==> config.mk <==
export PLATFORM = sky130hd
export DESIGN_NAME = gemm_input_deser
export DESIGN_NICKNAME = d
export VERILOG_FILES = /design/src/rtl/gemm_pad_pkg.sv /design/src/rtl/gemm_sync_fifo.sv /design/src/rtl/gemm_input_deser.sv
export SDC_FILE = /design/constraint.sdc
export NUM_CORES = 1
export LEC_CHECK = 0
export BUFFER_PORTS_ARGS = -buffer_cell sky130_fd_sc_hd__buf_2
export CAP_MARGIN = 10
export CORE_ASPECT_RATIO = 1.2
export CORE_MARGIN = 2
export CORE_UTILIZATION = 55
export DETAILED_ROUTE_END_ITERATION = 8
export GPL_ROUTABILITY_DRIVEN = 0
export GPL_TIMING_DRIVEN = 0
export HOLD_SLACK_MARGIN = 0.12
export PLACE_DENSITY = 0.76
export SYNTH_ARGS = -nofsm -noshare
export SYNTH_HDL_FRONTEND = slang
export SYNTH_SLANG_ARGS = --single-unit
==> constraint.sdc <==
create_clock -name clk -period 2.4 [get_ports clk]
set_input_delay 0.48 -clock clk [delete_from_list [all_inputs] [get_ports clk]]
set_output_delay 0.48 -clock clk [all_outputs]
set_load 0.02 [all_outputs]
==> src/rtl/gemm_pad_pkg.sv <==
// Shared constants and types for the GEMM pad-side input deserializer.
// Every default here describes the standard 16-bit pad / 128-bit core configuration.
package gemm_pad_pkg;

  localparam int DEF_PAD_W  = 16;
  localparam int DEF_WORD_W = 128;
  localparam int DEF_DEPTH  = 4;

  localparam int BEATS  = DEF_WORD_W / DEF_PAD_W;
  localparam int BCNT_W = (BEATS > 1) ? $clog2(BEATS) : 1;
  localparam int CNT_W  = $clog2(DEF_DEPTH + 1);

  typedef logic [DEF_PAD_W-1:0]  pad_beat_t;
  typedef logic [DEF_WORD_W-1:0] gemm_word_t;

  // Pointer width that stays legal for a depth of one.
  function automatic int safe_clog2(input int n);
    return (n > 1) ? $clog2(n) : 1;
  endfunction

endpackage

==> src/rtl/gemm_sync_fifo.sv <==
// Show-ahead synchronous FIFO: the head entry is visible whenever the FIFO is not empty.
// When full, a push is accepted only if a pop happens on the same edge.
module gemm_sync_fifo
  import gemm_pad_pkg::*;
#(
  parameter int WIDTH = DEF_WORD_W,
  parameter int DEPTH = DEF_DEPTH
) (
  input  logic                       clk,
  input  logic                       rst_n,
  input  logic                       i_push,
  input  logic [WIDTH-1:0]           i_wdata,
  input  logic                       i_pop,
  output logic [WIDTH-1:0]           o_rdata,
  output logic [$clog2(DEPTH+1)-1:0] o_count,
  output logic                       o_full,
  output logic                       o_empty
);

  localparam int PTR_W = safe_clog2(DEPTH);
  localparam int FCNT_W = $clog2(DEPTH + 1);

  logic [WIDTH-1:0]  r_mem [DEPTH];
  logic [PTR_W-1:0]  r_wptr;
  logic [PTR_W-1:0]  r_rptr;
  logic [FCNT_W-1:0] r_count;
  logic              w_do_push;
  logic              w_do_pop;

  function automatic logic [PTR_W-1:0] next_ptr(input logic [PTR_W-1:0] p);
    return (p == PTR_W'(DEPTH - 1)) ? '0 : p + 1'b1;
  endfunction

  assign o_full    = (r_count == FCNT_W'(DEPTH));
  assign o_empty   = (r_count == '0);
  assign w_do_pop  = i_pop && !o_empty;
  assign w_do_push = i_push && (!o_full || w_do_pop);
  assign o_count   = r_count;
  assign o_rdata   = o_empty ? '0 : r_mem[r_rptr];

  // When full, the write slot equals the head slot being popped on the same edge.
  always_ff @(posedge clk or negedge rst_n) begin
    if (!rst_n) begin
      r_wptr  <= '0;
      r_rptr  <= '0;
      r_count <= '0;
      for (int i = 0; i < DEPTH; i++) begin
        r_mem[i] <= '0;
      end
    end else begin
      if (w_do_push) begin
        r_mem[r_wptr] <= i_wdata;
        r_wptr        <= next_ptr(r_wptr);
      end
      if (w_do_pop) begin
        r_rptr <= next_ptr(r_rptr);
      end
      case ({w_do_push, w_do_pop})
        2'b10:   r_count <= r_count + 1'b1;
        2'b01:   r_count <= r_count - 1'b1;
        default: r_count <= r_count;
      endcase
    end
  end

endmodule

==> src/rtl/gemm_input_deser.sv <==
// Pad-to-core deserializer: packs PAD_W beats LSB-first into WORD_W words, buffers
// them in a FIFO and returns one credit per word consumed by the GEMM core.
module gemm_input_deser
  import gemm_pad_pkg::*;
#(
  parameter int PAD_W  = DEF_PAD_W,
  parameter int WORD_W = DEF_WORD_W,
  parameter int DEPTH  = DEF_DEPTH
) (
  input  logic                       clk,
  input  logic                       rst,
  input  logic [PAD_W-1:0]           pad_data,
  input  logic                       pad_valid,
  output logic                       pad_credit,
  output logic [WORD_W-1:0]          input_rsc_z,
  output logic                       input_rsc_vz,
  input  logic                       input_rsc_lz,
  output logic [$clog2(DEPTH+1)-1:0] fifo_count,
  output logic                       ovf_err
);

  localparam int NBEATS  = WORD_W / PAD_W;
  localparam int NBCNT_W = safe_clog2(NBEATS);

  logic [NBCNT_W-1:0] r_bcnt;
  logic [WORD_W-1:0]  r_partial;
  logic               r_credit;
  logic               r_ovf;
  logic [WORD_W-1:0]  w_word;
  logic               w_last;
  logic               w_pop;
  logic               w_full;
  logic               w_empty;

  assign w_last = pad_valid && (r_bcnt == NBCNT_W'(NBEATS - 1));
  assign w_pop  = input_rsc_lz && !w_empty;

  // The completed word carries the final beat straight from the pads.
  always_comb begin
    w_word = r_partial;
    w_word[(NBEATS-1)*PAD_W +: PAD_W] = pad_data;
  end

  always_ff @(posedge clk or negedge rst) begin
    if (!rst) begin
      r_bcnt    <= '0;
      r_partial <= '0;
    end else if (pad_valid) begin
      if (w_last) begin
        r_bcnt    <= '0;
        r_partial <= '0;
      end else begin
        r_partial[int'(r_bcnt)*PAD_W +: PAD_W] <= pad_data;
        r_bcnt <= r_bcnt + 1'b1;
      end
    end
  end

  // A word arriving at a full FIFO with no pop is dropped and flagged permanently.
  always_ff @(posedge clk or negedge rst) begin
    if (!rst) begin
      r_ovf    <= 1'b0;
      r_credit <= 1'b0;
    end else begin
      r_credit <= w_pop;
      if (w_last && w_full && !w_pop) begin
        r_ovf <= 1'b1;
      end
    end
  end

  gemm_sync_fifo #(
    .WIDTH (WORD_W),
    .DEPTH (DEPTH)
  ) u_fifo (
    .clk     (clk),
    .rst_n   (rst),
    .i_push  (w_last),
    .i_wdata (w_word),
    .i_pop   (w_pop),
    .o_rdata (input_rsc_z),
    .o_count (fifo_count),
    .o_full  (w_full),
    .o_empty (w_empty)
  );

  assign input_rsc_vz = !w_empty;
  assign pad_credit   = r_credit;
  assign ovf_err      = r_ovf;

endmodule

# --- After elaboration in Yosys (flattened, before gate mapping) ---
# Cells that the tools add are included.
classes:
  mul: 0
  n_reduce_logical: 13
  mux: 13
  order_cmp: 3
  bitwise_logic: 2
  add_sub_neg: 6
  shift: 2
  div: 0
  eq_ne: 6
ops:
  columns: ["op", "count"]
  rows:
  - ["two-way mux 128 bit", 5]
  - ["bitwise mux 512 bit", 1]
  - ["binary-select mux 128 bit (select 2 bit)", 1]
  - ["demux 128 bit (select 2 bit)", 1]
  - ["bitwise mux 128 bit", 1]
  - ["variable shift 16 x 33 -> 128 bit, first input constant", 1]
  - ["indexed part select 16 x 33 -> 128 bit", 1]
  - ["negator 7 -> 33 bit", 1]
  - ["logical AND 1 bit", 7]
  - ["adder 3 x 1 -> 3 bit, second input constant", 2]
  - ["== test 2 bit, second input constant", 3]
  - ["== test 3 bit, second input constant", 2]
  - [">= comparator 3 bit, second input constant", 2]
  - ["NOT 2 -> 3 bit", 2]
  - ["case mux 3 bit (2 select lines)", 1]
  - ["adder 2 x 1 -> 2 bit, second input constant", 2]
  - ["two-way mux 2 bit", 2]
  - ["logical NOT 1 bit", 3]
  - ["logical NOT 3 bit", 1]
  - ["less-than comparator 3 x 1 -> 1 bit, second input constant", 1]
  - ["two-way mux 3 bit", 1]
  - ["subtractor 3 x 1 -> 3 bit, second input constant", 1]
  - ["== test 2 x 1 -> 1 bit, second input constant", 1]
  - ["nonzero test 2 bit", 1]
  - ["logical OR 1 bit", 1]
word_totals:
  ramBits: 0
  memories: 0
  out_inout_bits: 134
  latchBits: 0
  input_bits: 20
  mem_bits_ro: 0
  reg_bits: 652

# --- Longest topological paths before layout ---
logic_depth:
  depth_word: 8
  depth_mapped: 10

# --- Modules after synthesis ---
# From an unflattened synthesis, not the netlist that was laid out.
unflattened:
  cells_unflattened: 1846
  hier_area_um2: 28547.4
modules_own_cells:
  columns: ["mod", "instances", "area_per_inst_um2", "cells_each"]
  rows:
  - ["gemm_sync_fifo", 1, 23532.6, 1422]
  - ["gemm_input_deser", 1, 5014.8, 424]

# --- Worst setup path after synthesis ---
# No wires, ideal clock.
synth_path:
  kind: "register to register"
  from: "reg r_bcnt[0]"
  to: "reg r_partial[2]"
  required_time_ps: 2314
  stages_incl_launch_ff: 10
  slack_ps: -59
  n_path_buf: 3
  arrival_ps: 2373
  setup_ps: 86
  period_less_slack_ps: 2459
  path_cell_list: "dfrtp_1 > inv_1 > ha_1 > ha_1 > or4b_1 > buf_2 > or3_1 > buf_6 > buf_6 > o221ai_2"
synth_via:
  elab_chain_cells: 4
  elab_cells_between_ends: 7
  cone_classes: "add/sub: 1; eq/ne: 1; shift: 2; mux: 2; reduce/logical: 1"
synth_rtl:
  columns: ["element", "line", "source"]
  rows:
  - ["start, declared", "gemm_input_deser.sv:25", "logic [NBCNT_W-1:0] r_bcnt;"]
  - ["start signal, assigned", "gemm_input_deser.sv:54", "r_bcnt <= r_bcnt + 1'b1;"]
  - ["negator 7 -> 33 bit", "gemm_input_deser.sv:53", "r_partial[int'(r_bcnt)*PAD_W +: PAD_W] <= pad_data;"]
  - ["indexed part select 16 x 33 -> 128 bit or variable shift 16 x 33 -> 128 bit (tied branches)", "gemm_input_deser.sv:53", null]
  - ["bitwise mux 128 bit", "gemm_input_deser.sv:53", null]
  - ["two-way mux 128 bit *", "gemm_input_deser.sv:49", "if (w_last) begin"]
  - ["end signal, assigned by index", "gemm_input_deser.sv:53", null]
  - ["end, declared", "gemm_input_deser.sv:26", "logic [WORD_W-1:0] r_partial;"]
# Every way passes the cells marked *; elsewhere a longest branch is shown, timed or not.
# A chain may end at the register's enable or synchronous reset.

# --- Worst setup path after layout ---
layout_path:
  from: "reg u_fifo.r_rptr[0]"
  to: "out input_rsc_z[97]"
layout_via:
  elab_chain_cells: 5
layout_rtl:
  columns: ["element", "line", "source"]
  rows:
  - ["start, declared", "gemm_sync_fifo.sv:25", "logic [PTR_W-1:0] r_rptr;"]
  - ["start signal, assigned", "gemm_sync_fifo.sv:56", "r_rptr <= next_ptr(r_rptr);"]
  - ["NOT 2 -> 3 bit (implied by the code)", "gemm_sync_fifo.sv:39", "assign o_rdata = o_empty ? '0 : r_mem[r_rptr];"]
  - ["binary-select mux 128 bit (select 2 bit)", "gemm_sync_fifo.sv:39", null]
  - ["two-way mux 128 bit (implied by the code) (2 in series)", "gemm_sync_fifo.sv:39", null]
  - ["two-way mux 128 bit", "gemm_sync_fifo.sv:39", null]
  - ["end, declared", "gemm_input_deser.sv:15", "output logic [WORD_W-1:0] input_rsc_z,"]
# No other way between the ends. The select of a mux whose other input is x is not followed.

==> reports/metrics.yaml <==
placed_cells: 2685
grt_overflow: 0
met2_usage_pct: 44.1
slowest_delay_ns: 0.62
hold_viol: 112
whs_ns: -0.184
synth_nets: 1906
cp-start-kind: "flop"
cp.arrival_ns: 2.47
grt_first_pass_wirelength_mm: 109
reg2reg_to: "r_partial[9]"
areaGrowthSynthToFinish_pct: 18.2
max_slew.worst_pin.slew_ns: 0.727
drive_gt1_share_pct: 50.0
synth_top_flop_cell: "dfrtp_1"
finalCriticalPeriod_ns: 2.95
crit_family: "multiplexers"
synth_xor_area_share_pct: 0.0927
setup-violations-final: 128
reg2reg_slack_ns: 0.05
cp_slowest_cell: "mux4_2"
initial_utilization_pct: 55.4
r2r_start: "r_bcnt[1]"
final_cell_count_no_fill: 2822
cts.clk_slew.worst_paths_ns: 0.07
dieHeight_um: 253
synth_compound_area_share_pct: 4.35
cts.sinks: 636
crit_type: "reg2out"
end_kind: "output pin"
grt_pass1_vias: 18217
p_leak_nw: 16.3
timing.final.crit_share_pct: 123
maxCapViolations: 0
synthMuxAreaShare_pct: 30.7
core_area_um2: 51100
ant_nets: 0
postSynth.asyncResetShare_pct: 100
nets: 2153
routed_wl_mm: 71.9
grt_setup_unrepaired: "true"
ys_types: 44
synth_top_family_by_area: "multiplexers"
portBuffers: 153
grt_usage_pct: 27.1
yosys.area_share.simple_pct: 5.04
design.die.area_um2: 53400
grt_use_met3_pct: 4.68
dpl.hpwl_mm: 47.2
synthesis.area_um2: 28300
hold_class: "in2async"
reg2reg_depth: 8
finClkSkew_ns: 0.0175
num_vias: 17401
die_w_um: 211
synth-edff-count: 0
p_per_area_nw_per_um2: 1320
grt_max_degree: 128
grtUsageMet1_pct: 36.5
rows: 91
wl_per_cell_um: 25.5
peakVddDrop_mv: 0.695
preCtsSetupSlack_ns: -1.05
status: "complete, but fails checks"
syn_inst: 1874
yosysSeqAreaShare_pct: 56.2
syn_area_per_cell_um2: 15.1
drtIter0Drc: 1391
crit_buf_inv: 3
cp_data_required_time_ns: 1.92
ios: 154
avgViaCountPerCell: 6.17
numCtsBuffers: 61
drc: 0
synthAdderAreaFrac_pct: 0.556
first_pass_iters: 5
cts.path.max_buffers: 3
fillers: 3547
grt_busiest_layer: "met2"
clk_root_buffer_cell: "clkbuf_16"
grt_antenna_before_repair: 0
clk_latency_ns: 0.62
clock.fmax_ghz: 0.339
ctsHtreeMaxLevel: 2
path_cells: "clkbuf_16 -> buf_16 -> mux4_2 -> and2_4 -> buf_6"
violations: "hold timing, setup timing"
slew_headroom_pct: 51.5
crit_cells: 5
crit_fanout: 7
yosysWarnings: 0
ys_ff_latch: 636
cts_tree: "done"
drv_slew: 0
finalWorstSetupSlack_ns: -0.549
==> synthesized netlist by cell type, drive strengths merged (2+ instances only) <==
cell      n  share of area [%]
dfrtp   636                 56
mux2    516                 21
and2    131                2.9
mux4    128                 10
nand2   112                1.5
buf      84                1.9
o221ai   64                2.2
clkbuf   56               0.74
a22o     48                1.5
inv      28               0.37
o211ai   16               0.42
ha       11               0.49
nand4     4              0.088
nor2      4              0.053
o21ai     4              0.071
nor3      3              0.071
or3       3              0.066
mux2i     2              0.071
nand2b    2              0.044
nand3     2              0.035
o21bai    2              0.053
o311ai    2              0.062
or4b      2              0.071
xor2      2              0.062
==> timing repair <==
item | CTS | global route
pin swaps | 2 | 24
setup endpoints to repair | 717 | 262
gates cloned | 6 | 4
gates resized for setup | 171 | 157
endpoints found under the hold margin | 112 | 112
buffers inserted | 12 | 9
==> worst max-delay path by stage <==
stage / start / end / slack [ns]
floorplan: r_bcnt[0] / r_partial[2] / 0.02
global placement: rst / u_fifo.r_mem[170] / -11.52
detailed placement: u_fifo.r_rptr[0] / input_rsc_z[97] / -1.05
CTS: u_fifo.r_rptr[0] / input_rsc_z[37] / -0.56
global route: u_fifo.r_rptr[0] / input_rsc_z[107] / -0.59
finish: u_fifo.r_rptr[0] / input_rsc_z[97] / -0.55
==> layout by cell type, fill, tap and decap left out, types with 49 or more instances in the layout <==
master       n
mux4_2     128
buf_2      111
buf_4       74
o221ai_1    53
and2_1      82
nand2_1    111
buf_6       57
dfrtp_1    634
and2_4      49
clkbuf_16   69
mux2_2     477
==> where the power goes <==
part	internal (mW)	switching, mW	leakage, nW
Clock	5.80	4.04	1.01
Combinational	9.29	8.13	7.11
Sequential	14.4	2.70	8.18
Total	29.5	14.9	16.3
==> flip-flops by register name, summed over array words and instances (netlist names) <==
register,count
u_fifo.r_mem,512
r_partial,112
r_bcnt,3
u_fifo.o_count,3
u_fifo.r_rptr,2
u_fifo.r_wptr,2
ovf_err,1
pad_credit,1
==> worst reg2reg max path, cell delays in order (launching register included) <==
cell and delay, ns:
dfrtp_1 0.40, inv_2 0.07, ha_4 0.18, ha_4 0.24, or4b_4 0.55, or3_1 0.38, buf_6 0.15, buf_6 0.15
o221ai_2 0.14
==> layer usage <==
metal / vias to the layer above / wire length, µm
li1: 7402 / -
met1: 9268 / 29400
met2: 576 / 35600
met5: - / 0
met4: 0 / 3010
met3: 155 / 3940
==> stage by stage <==
step | area (µm²) | hold slack [ns] | utilization, % | total power [mW] | setup TNS [ns]
2_1_floorplan | 28400 | 0.184 | - | 26.8 | 0
3_3_place_gp | 29900 | 0.468 | 58.6 | 31.2 | -7440.85
3_5_place_dp | 30100 | 0.478 | 58.9 | 32.0 | -258.93
4_1_cts | 32900 | -0.149 | 64.3 | 43.1 | -59.55
5_1_grt | 33500 | -0.135 | 65.5 | 46.5 | -61.76
6_report | 33500 | -0.184 | 65.5 | 44.4 | -54.78
==> cell families (layout without fill, tap and decap cells) <==
| family | Yosys count | count (layout) |
|---|---|---|
| mux | 646 | 646 |
| other cells | 0 | 2 |
| compound gates | 138 | 138 |
| fa+ha+maj | 12 | 12 |
| flops | 636 | 636 |
| buf+inv | 168 | 463 |
| simple gates | 271 | 271 |
| xor+xnor | 3 | 3 |
==> cell type report <==
class                   count  area, µm²  share of cell area (%)
diodes                      2       5.00                  0.0149
plain buffers             133       1090                    3.26
repair buffers            191       1690                    5.05
clock buffers              95       1810                    5.42
well taps                 651        815                    2.43
flip-flops and latches    636      15900                    47.5
inverters                  28        110                   0.329
multi-input cells        1070      11800                    35.3
clock inverters            16        233                   0.695
(Power assumes the default switching activity.)
